## config.mk

```make
export PLATFORM = sky130hd
export DESIGN_NAME = game_state_fsm
export DESIGN_NICKNAME = d
export VERILOG_FILES = /design/src/rtl/game_pkg.sv /design/src/rtl/game_state_fsm_rising_edge_detect.sv /design/src/rtl/game_state_fsm.sv
export SDC_FILE = /design/constraint.sdc
export NUM_CORES = 1
export LEC_CHECK = 0
export BUFFER_PORTS_ARGS = -buffer_cell sky130_fd_sc_hd__buf_4
export CORE_ASPECT_RATIO = 0.8
export CORE_MARGIN = 5
export CORE_UTILIZATION = 57
export DETAILED_ROUTE_END_ITERATION = 8
export PLACE_DENSITY = 0.83
export SYNTH_ARGS = -nofsm -noshare
export SYNTH_HDL_FRONTEND = slang
export SYNTH_SLANG_ARGS = --single-unit
export TNS_END_PERCENT = 50
```

## constraint.sdc

```tcl
create_clock -name clk_i -period 3.37 [get_ports clk_i]
set_input_delay 0.5055 -clock clk_i [delete_from_list [all_inputs] [get_ports clk_i]]
set_output_delay 0.5055 -clock clk_i [all_outputs]
set_load 0.01 [all_outputs]
```

## src/rtl/game_pkg.sv

```systemverilog
// Shared game definitions: phase encoding, default frame/lives/level constants
// and the phase-flag decode used by the sequencer.
package game_pkg;

  typedef enum logic [1:0] {
    ST_MENU,
    ST_PLAYING,
    ST_CONTINUE,
    ST_FINAL
  } game_state_e;

  localparam int DEF_LIVES_INIT      = 3;
  localparam int DEF_LEVELS          = 4;
  localparam int DEF_CONTINUE_FRAMES = 180;
  localparam int DEF_FINAL_FRAMES    = 300;

  // Bit order matches the flag outputs: menu, playing, continue, final.
  typedef struct packed {
    logic menu;
    logic playing;
    logic cont;
    logic fin;
  } phase_flags_t;

  function automatic phase_flags_t decode_phase(input game_state_e s);
    phase_flags_t f;
    f = '0;
    case (s)
      ST_MENU:     f.menu    = 1'b1;
      ST_PLAYING:  f.playing = 1'b1;
      ST_CONTINUE: f.cont    = 1'b1;
      ST_FINAL:    f.fin     = 1'b1;
      default:     f.menu    = 1'b1;
    endcase
    return f;
  endfunction

  function automatic int max_int(input int a, input int b);
    return (a > b) ? a : b;
  endfunction

endpackage

```

## src/rtl/game_state_fsm_rising_edge_detect.sv

```systemverilog
// Rising-edge detector: one history flop plus AND. RESET_VAL=1 suppresses a
// spurious edge for a level that is already high when reset releases.
module rising_edge_detect #(
  parameter logic RESET_VAL = 1'b0
) (
  input  logic clk_i,
  input  logic rst_i,
  input  logic sig_i,
  output logic edge_o
);

  logic sig_q;

  always_ff @(posedge clk_i) begin
    if (rst_i) begin
      sig_q <= RESET_VAL;
    end else begin
      sig_q <= sig_i;
    end
  end

  assign edge_o = sig_i & ~sig_q;

endmodule

```

## src/rtl/game_state_fsm.sv

```systemverilog
// Top-level game sequencer: phase, lives, level and timed-screen countdown,
// all outputs registered; state_o exposes the phase register for debug.
module game_state_fsm
  import game_pkg::*;
#(
  parameter int LIVES_INIT      = DEF_LIVES_INIT,
  parameter int LEVELS          = DEF_LEVELS,
  parameter int CONTINUE_FRAMES = DEF_CONTINUE_FRAMES,
  parameter int FINAL_FRAMES    = DEF_FINAL_FRAMES,
  localparam int LIVES_W = $clog2(LIVES_INIT + 1),
  localparam int LEVEL_W = (LEVELS > 1) ? $clog2(LEVELS) : 1,
  localparam int CNT_W   = $clog2(max_int(CONTINUE_FRAMES, FINAL_FRAMES) + 1)
) (
  input  logic               clk_i,
  input  logic               rst_i,
  input  logic               frame_tick_i,
  input  logic               start_btn_i,
  input  logic               player_hit_i,
  input  logic               level_clear_i,
  output logic               is_menu_o,
  output logic               is_playing_o,
  output logic               is_continue_o,
  output logic               is_final_o,
  output logic [LIVES_W-1:0] lives_o,
  output logic [LEVEL_W-1:0] level_o,
  output logic               game_won_o,
  output logic [CNT_W-1:0]   countdown_o,
  output logic               restart_level_o,
  output game_state_e        state_o
);

  localparam logic [LIVES_W-1:0] LIVES_LOAD = LIVES_W'(LIVES_INIT);
  localparam logic [LEVEL_W-1:0] LAST_LEVEL = LEVEL_W'(LEVELS - 1);
  localparam logic [CNT_W-1:0]   CONT_LOAD  = CNT_W'(CONTINUE_FRAMES);
  localparam logic [CNT_W-1:0]   FINAL_LOAD = CNT_W'(FINAL_FRAMES);
  localparam logic [CNT_W-1:0]   CNT_ONE    = CNT_W'(1);

  game_state_e state_q;
  game_state_e state_d;
  logic        start_edge;
  logic        last_life;
  logic        last_level;
  logic        timed_exit;

  rising_edge_detect #(
    .RESET_VAL (1'b1)
  ) u_start_edge (
    .clk_i  (clk_i),
    .rst_i  (rst_i),
    .sig_i  (start_btn_i),
    .edge_o (start_edge)
  );

  // A timed screen ends on the tick that empties the timer or on a start press.
  assign last_life  = (lives_o <= LIVES_W'(1));
  assign last_level = (level_o == LAST_LEVEL);
  assign timed_exit = start_edge | (frame_tick_i & (countdown_o == CNT_ONE));
  assign state_o    = state_q;

  always_comb begin
    state_d = state_q;
    case (state_q)
      ST_MENU: begin
        if (start_edge) state_d = ST_PLAYING;
      end
      ST_PLAYING: begin
        if (player_hit_i) begin
          state_d = last_life ? ST_FINAL : ST_CONTINUE;
        end else if (level_clear_i) begin
          state_d = last_level ? ST_FINAL : ST_CONTINUE;
        end
      end
      ST_CONTINUE: begin
        if (timed_exit) state_d = ST_PLAYING;
      end
      ST_FINAL: begin
        if (timed_exit) state_d = ST_MENU;
      end
      default: state_d = ST_MENU;
    endcase
  end

  always_ff @(posedge clk_i) begin
    if (rst_i) begin
      state_q         <= ST_MENU;
      is_menu_o       <= 1'b1;
      is_playing_o    <= 1'b0;
      is_continue_o   <= 1'b0;
      is_final_o      <= 1'b0;
      lives_o         <= LIVES_LOAD;
      level_o         <= '0;
      game_won_o      <= 1'b0;
      countdown_o     <= '0;
      restart_level_o <= 1'b0;
    end else begin
      state_q <= state_d;
      {is_menu_o, is_playing_o, is_continue_o, is_final_o} <= decode_phase(state_d);
      restart_level_o <= (state_d == ST_PLAYING) && (state_q != ST_PLAYING);

      case (state_q)
        ST_MENU: begin
          if (start_edge) begin
            lives_o     <= LIVES_LOAD;
            level_o     <= '0;
            game_won_o  <= 1'b0;
            countdown_o <= '0;
          end
        end
        ST_PLAYING: begin
          // A hit in the same cycle as a clear takes priority; the clear is lost.
          if (player_hit_i) begin
            if (last_life) begin
              lives_o     <= '0;
              game_won_o  <= 1'b0;
              countdown_o <= FINAL_LOAD;
            end else begin
              lives_o     <= lives_o - 1'b1;
              countdown_o <= CONT_LOAD;
            end
          end else if (level_clear_i) begin
            if (last_level) begin
              game_won_o  <= 1'b1;
              countdown_o <= FINAL_LOAD;
            end else begin
              level_o     <= level_o + 1'b1;
              countdown_o <= CONT_LOAD;
            end
          end
        end
        ST_CONTINUE, ST_FINAL: begin
          if (timed_exit) begin
            countdown_o <= '0;
          end else if (frame_tick_i && (countdown_o != '0)) begin
            countdown_o <= countdown_o - 1'b1;
          end
        end
        default: countdown_o <= '0;
      endcase
    end
  end

endmodule

```

==> key figures <==
STA
  – Final-report setup violation count: 0
  – Worst-margin pin slew: roughly 830 ps
  – Fin Setup TNS: 0 ps
  – Hold Fails Final Rpt: 0
  – RSZ-0062 raised after global routing: no
  – Slew margin rel.: 0.4443
  – FMAX: between 400 and 500 MHz
  – Worst hold slack: 394.3 ps
  – Slew Viols, Final: 0
  – Final setup skew: between 1.5 and 2 ps
  – Fin crit share: 0.7167
  – Crit path time final: 2415 ps

Critical path
  – Crit path max-delay cell type: dfxtp_1
  – Max FO, Critical Path: 16
  – R2R depth: 5
  – Critical Path AT: between 2000 and 3000 ps
  – Cell Chain, Critical Path: nor2b_1, a21oi_1, o22ai_1, a211oi_1, a31o_2
  – CP peak stage delay: ~680 ps
  – Startpoint Class: register
  – R2R setup slack: 950 ps
  – Worst R2R End: countdown_o[2]
  – WP data required: roughly 3600 ps
  – Setup CP Type: reg -> reg
  – Crit end category: register
  – Worst r2r src: state_o[0]

Final layout
  – Layout overhead on the synthesized area: 18.10%
  – # diodes: 0
  – Number of nets in the layout: 188
  – Fraction of layout cells with a size suffix above 1: 0.2486
  – Fillers: about 190
  – Final instance area: about 1500 um^2

Die
  – Rows: 15
  – Die Wd: between 60 and 70 um
  – Initial Util: 0.5912
  – DIE AREA: about 3300 um^2
  – Core area: between 2000 and 2500 um^2
  – I/O pins: 27
  – Die height: roughly 52 um

Global route
  – GR Overflow Total: 0
  – Met3 usage: 0.05400
  – Met2 Use GR: 0.3310
  – Busiest layer in global routing: met2
  – Met1 Track Usage GR: 0.2840
  – Number of global-route vias before repair: between 1000 and 1500
  – Largest net degree at the start of global routing: 18
  – Initial antenna violation count: 0
  – Global-route usage over all layers: 0.2078
  – First-pass GRT wire length: between 5 and 6 mm

Yosys
  – Sequential-to-total area share from yosys stat: 0.3482
  – Post-synth EDFFs: 0
  – Mapped Cells: ~160
  – Top_reg_cell synth: dfxtp_1
  – Synth cell types: between 40 and 50
  – FFs w/ async S/R, synth: 0
  – Yosys reg bits: 22
  – Mapped Area: between 1000 and 1500 um^2
  – Syn Nets: 165
  – Syn_area_per_cell: between 8 and 9 um^2
  – Synth warn: 0

Detailed routing
  – Starting DRT DRC Count: 55
  – DRT antenna net count: 0
  – DRC: 0
  – Overall via count from detail_route: around 1300
  – Post-DR wirelength/cell: 16.08 um
  – First-pass iteration count of the detailed router: 4
  – Final wirelength: about 3.2 mm
  – Via-per-instance ratio: 6.238

Placement
  – GPL Wtd Cong: roughly 0.94
  – DP HPWL: around 2.3 mm
  – Port bufs: 26
  – Placed cell area: about 1400 um^2

CTS
  – TritonCTS clock tree: done
  – Clock Path Buffers: 2
  – Setup Fix Bufs, Post-CTS: 0
  – Post-CTS sizing: 0
  – H-tree levels: 1
  – CTS root buf: clkbuf_4
  – Clock transition at path regs: roughly 120 ps
  – Clk_lat worst skew: 310 ps
  – TritonCTS sink count: 22
  – CTS Buf Count: 3
  – Number of hold buffers added after cts: 0

Power
  – Pwr dens: 442.6 nW/um^2
  – IR Drop Worst-Case VDD: 0.5123 mV
  – Power consumption: about 660 uW
  – Leak Pwr: slightly above 0.6 nW

Hold path
  – Hold Path Depth: 2
  – Worst Hold Class: in -> reg
  – Hold endpoint: u_start_edge.sig_q
  – Hold path startpoint: start_btn_i

Flow run
  – Max Cap Violations: 0

Status
  – Outcome: finished clean
## cells in the final DEF (no fill, tap or decap), types with 3 or more instances in the layout
cell type,Yosys,layout
a21oi_1,15,15
nor2_1,15,15
o32ai_1,4,4
nor3_1,4,4
dfxtp_1,22,22
nand2b_1,3,3
o22ai_1,3,3
ha_1,4,4
buf_4,1,26
clkbuf_4,0,3
nand3_1,9,9
nand2_1,15,15
a22oi_1,3,3
inv_1,6,6
o21ai_0,7,7
## how the worst max path moves through the flow
stage                  from             end  slack (ps)  cells after the start
2_1_floorplan  player_hit_i      level_o[0]        1620                      5
3_3_place_gp     state_o[0]  countdown_o[2]        1180                      5
3_5_place_dp     state_o[0]  countdown_o[2]        1090                      5
4_1_cts          state_o[0]  countdown_o[2]        1040                      5
5_1_grt          state_o[0]  countdown_o[3]         750                      5
6_report         state_o[0]  countdown_o[2]         950                      5
## area by class of cell
| class | count | area (um^2) | area share |
|---|---|---|---|
| Clock buffer | 3 | 22.52 | 0.01508 |
| Clock inverter | 1 | 30.03 | 0.02010 |
| Inverter | 7 | 26.28 | 0.01759 |
| Multi-Input combinational cell | 118 | 748.2 | 0.5008 |
| Sequential cell | 22 | 440.4 | 0.2948 |
| Tap cell | 25 | 31.28 | 0.02094 |
| Timing Repair Buffer | 26 | 195.2 | 0.1307 |
## layer usage
metal  up-vias  part of all wire  wire length (um)
met5         -                 0                 0
li1        608                 -                 -
met3         2             0.085               277
met1       586              0.47              1511
met2        64              0.44              1442
met4         0            0.0052                17
## Yosys cell counts, drive strengths merged, types with 3 or more instances
cell,count,area [um^2]
clkbuf,4,15.01
buf,4,35.03
and2,3,21.27
inv,6,22.52
nor2,16,62.56
nor3,5,30.03
o32ai,4,35.03
nand2b,3,18.77
o22ai,3,18.77
nand3,9,45.04
a22oi,4,35.03
ha,4,50.05
dfxtp,22,440.4
nand2,15,56.30
o21ai,9,45.04
a21oi,15,75.07
## cell families after synthesis
group                      share of synthesized area
DFF                                           0.3482
buffers and inverters                        0.06033
AOI/OAI and AO/OA                             0.2651
adders and majority gates                    0.03957
muxes                                        0.01780
and+or+nand+nor                               0.2691
## power breakdown
part	switching (mW)	leakage, nW	internal, mW
clock	0.0819	0.0279	0.120
sequential	0.0209	0.179	0.275
combinational	0.0923	0.413	0.0710
## flip-flops by register name, summed over array words and instances, names as in the netlist
name	cells
is_final_o	1
game_won_o	1
is_menu_o	1
lives_o	2
countdown_o	9
level_o	2
restart_level_o	1
u_start_edge.sig_q	1
is_playing_o	1
is_continue_o	1
state_o	2
## through the flow
step                setup WS (ps)  cells  utilization
detailed placement           1092    198       0.6737
floorplan                    1616    155            -
global route                752.6    202       0.6982
finish                      954.8    202       0.6982
CTS                          1041    202       0.6982
global placement             1185    198       0.6737
## worst max-delay path: cells and delay by family, from the launching register on
kind               cells  cell delay (ps)
and+or+nand+nor        1              470
AOI/OAI and AO/OA      4             1160
DFF                    1              680
(Power assumes the default switching activity.)
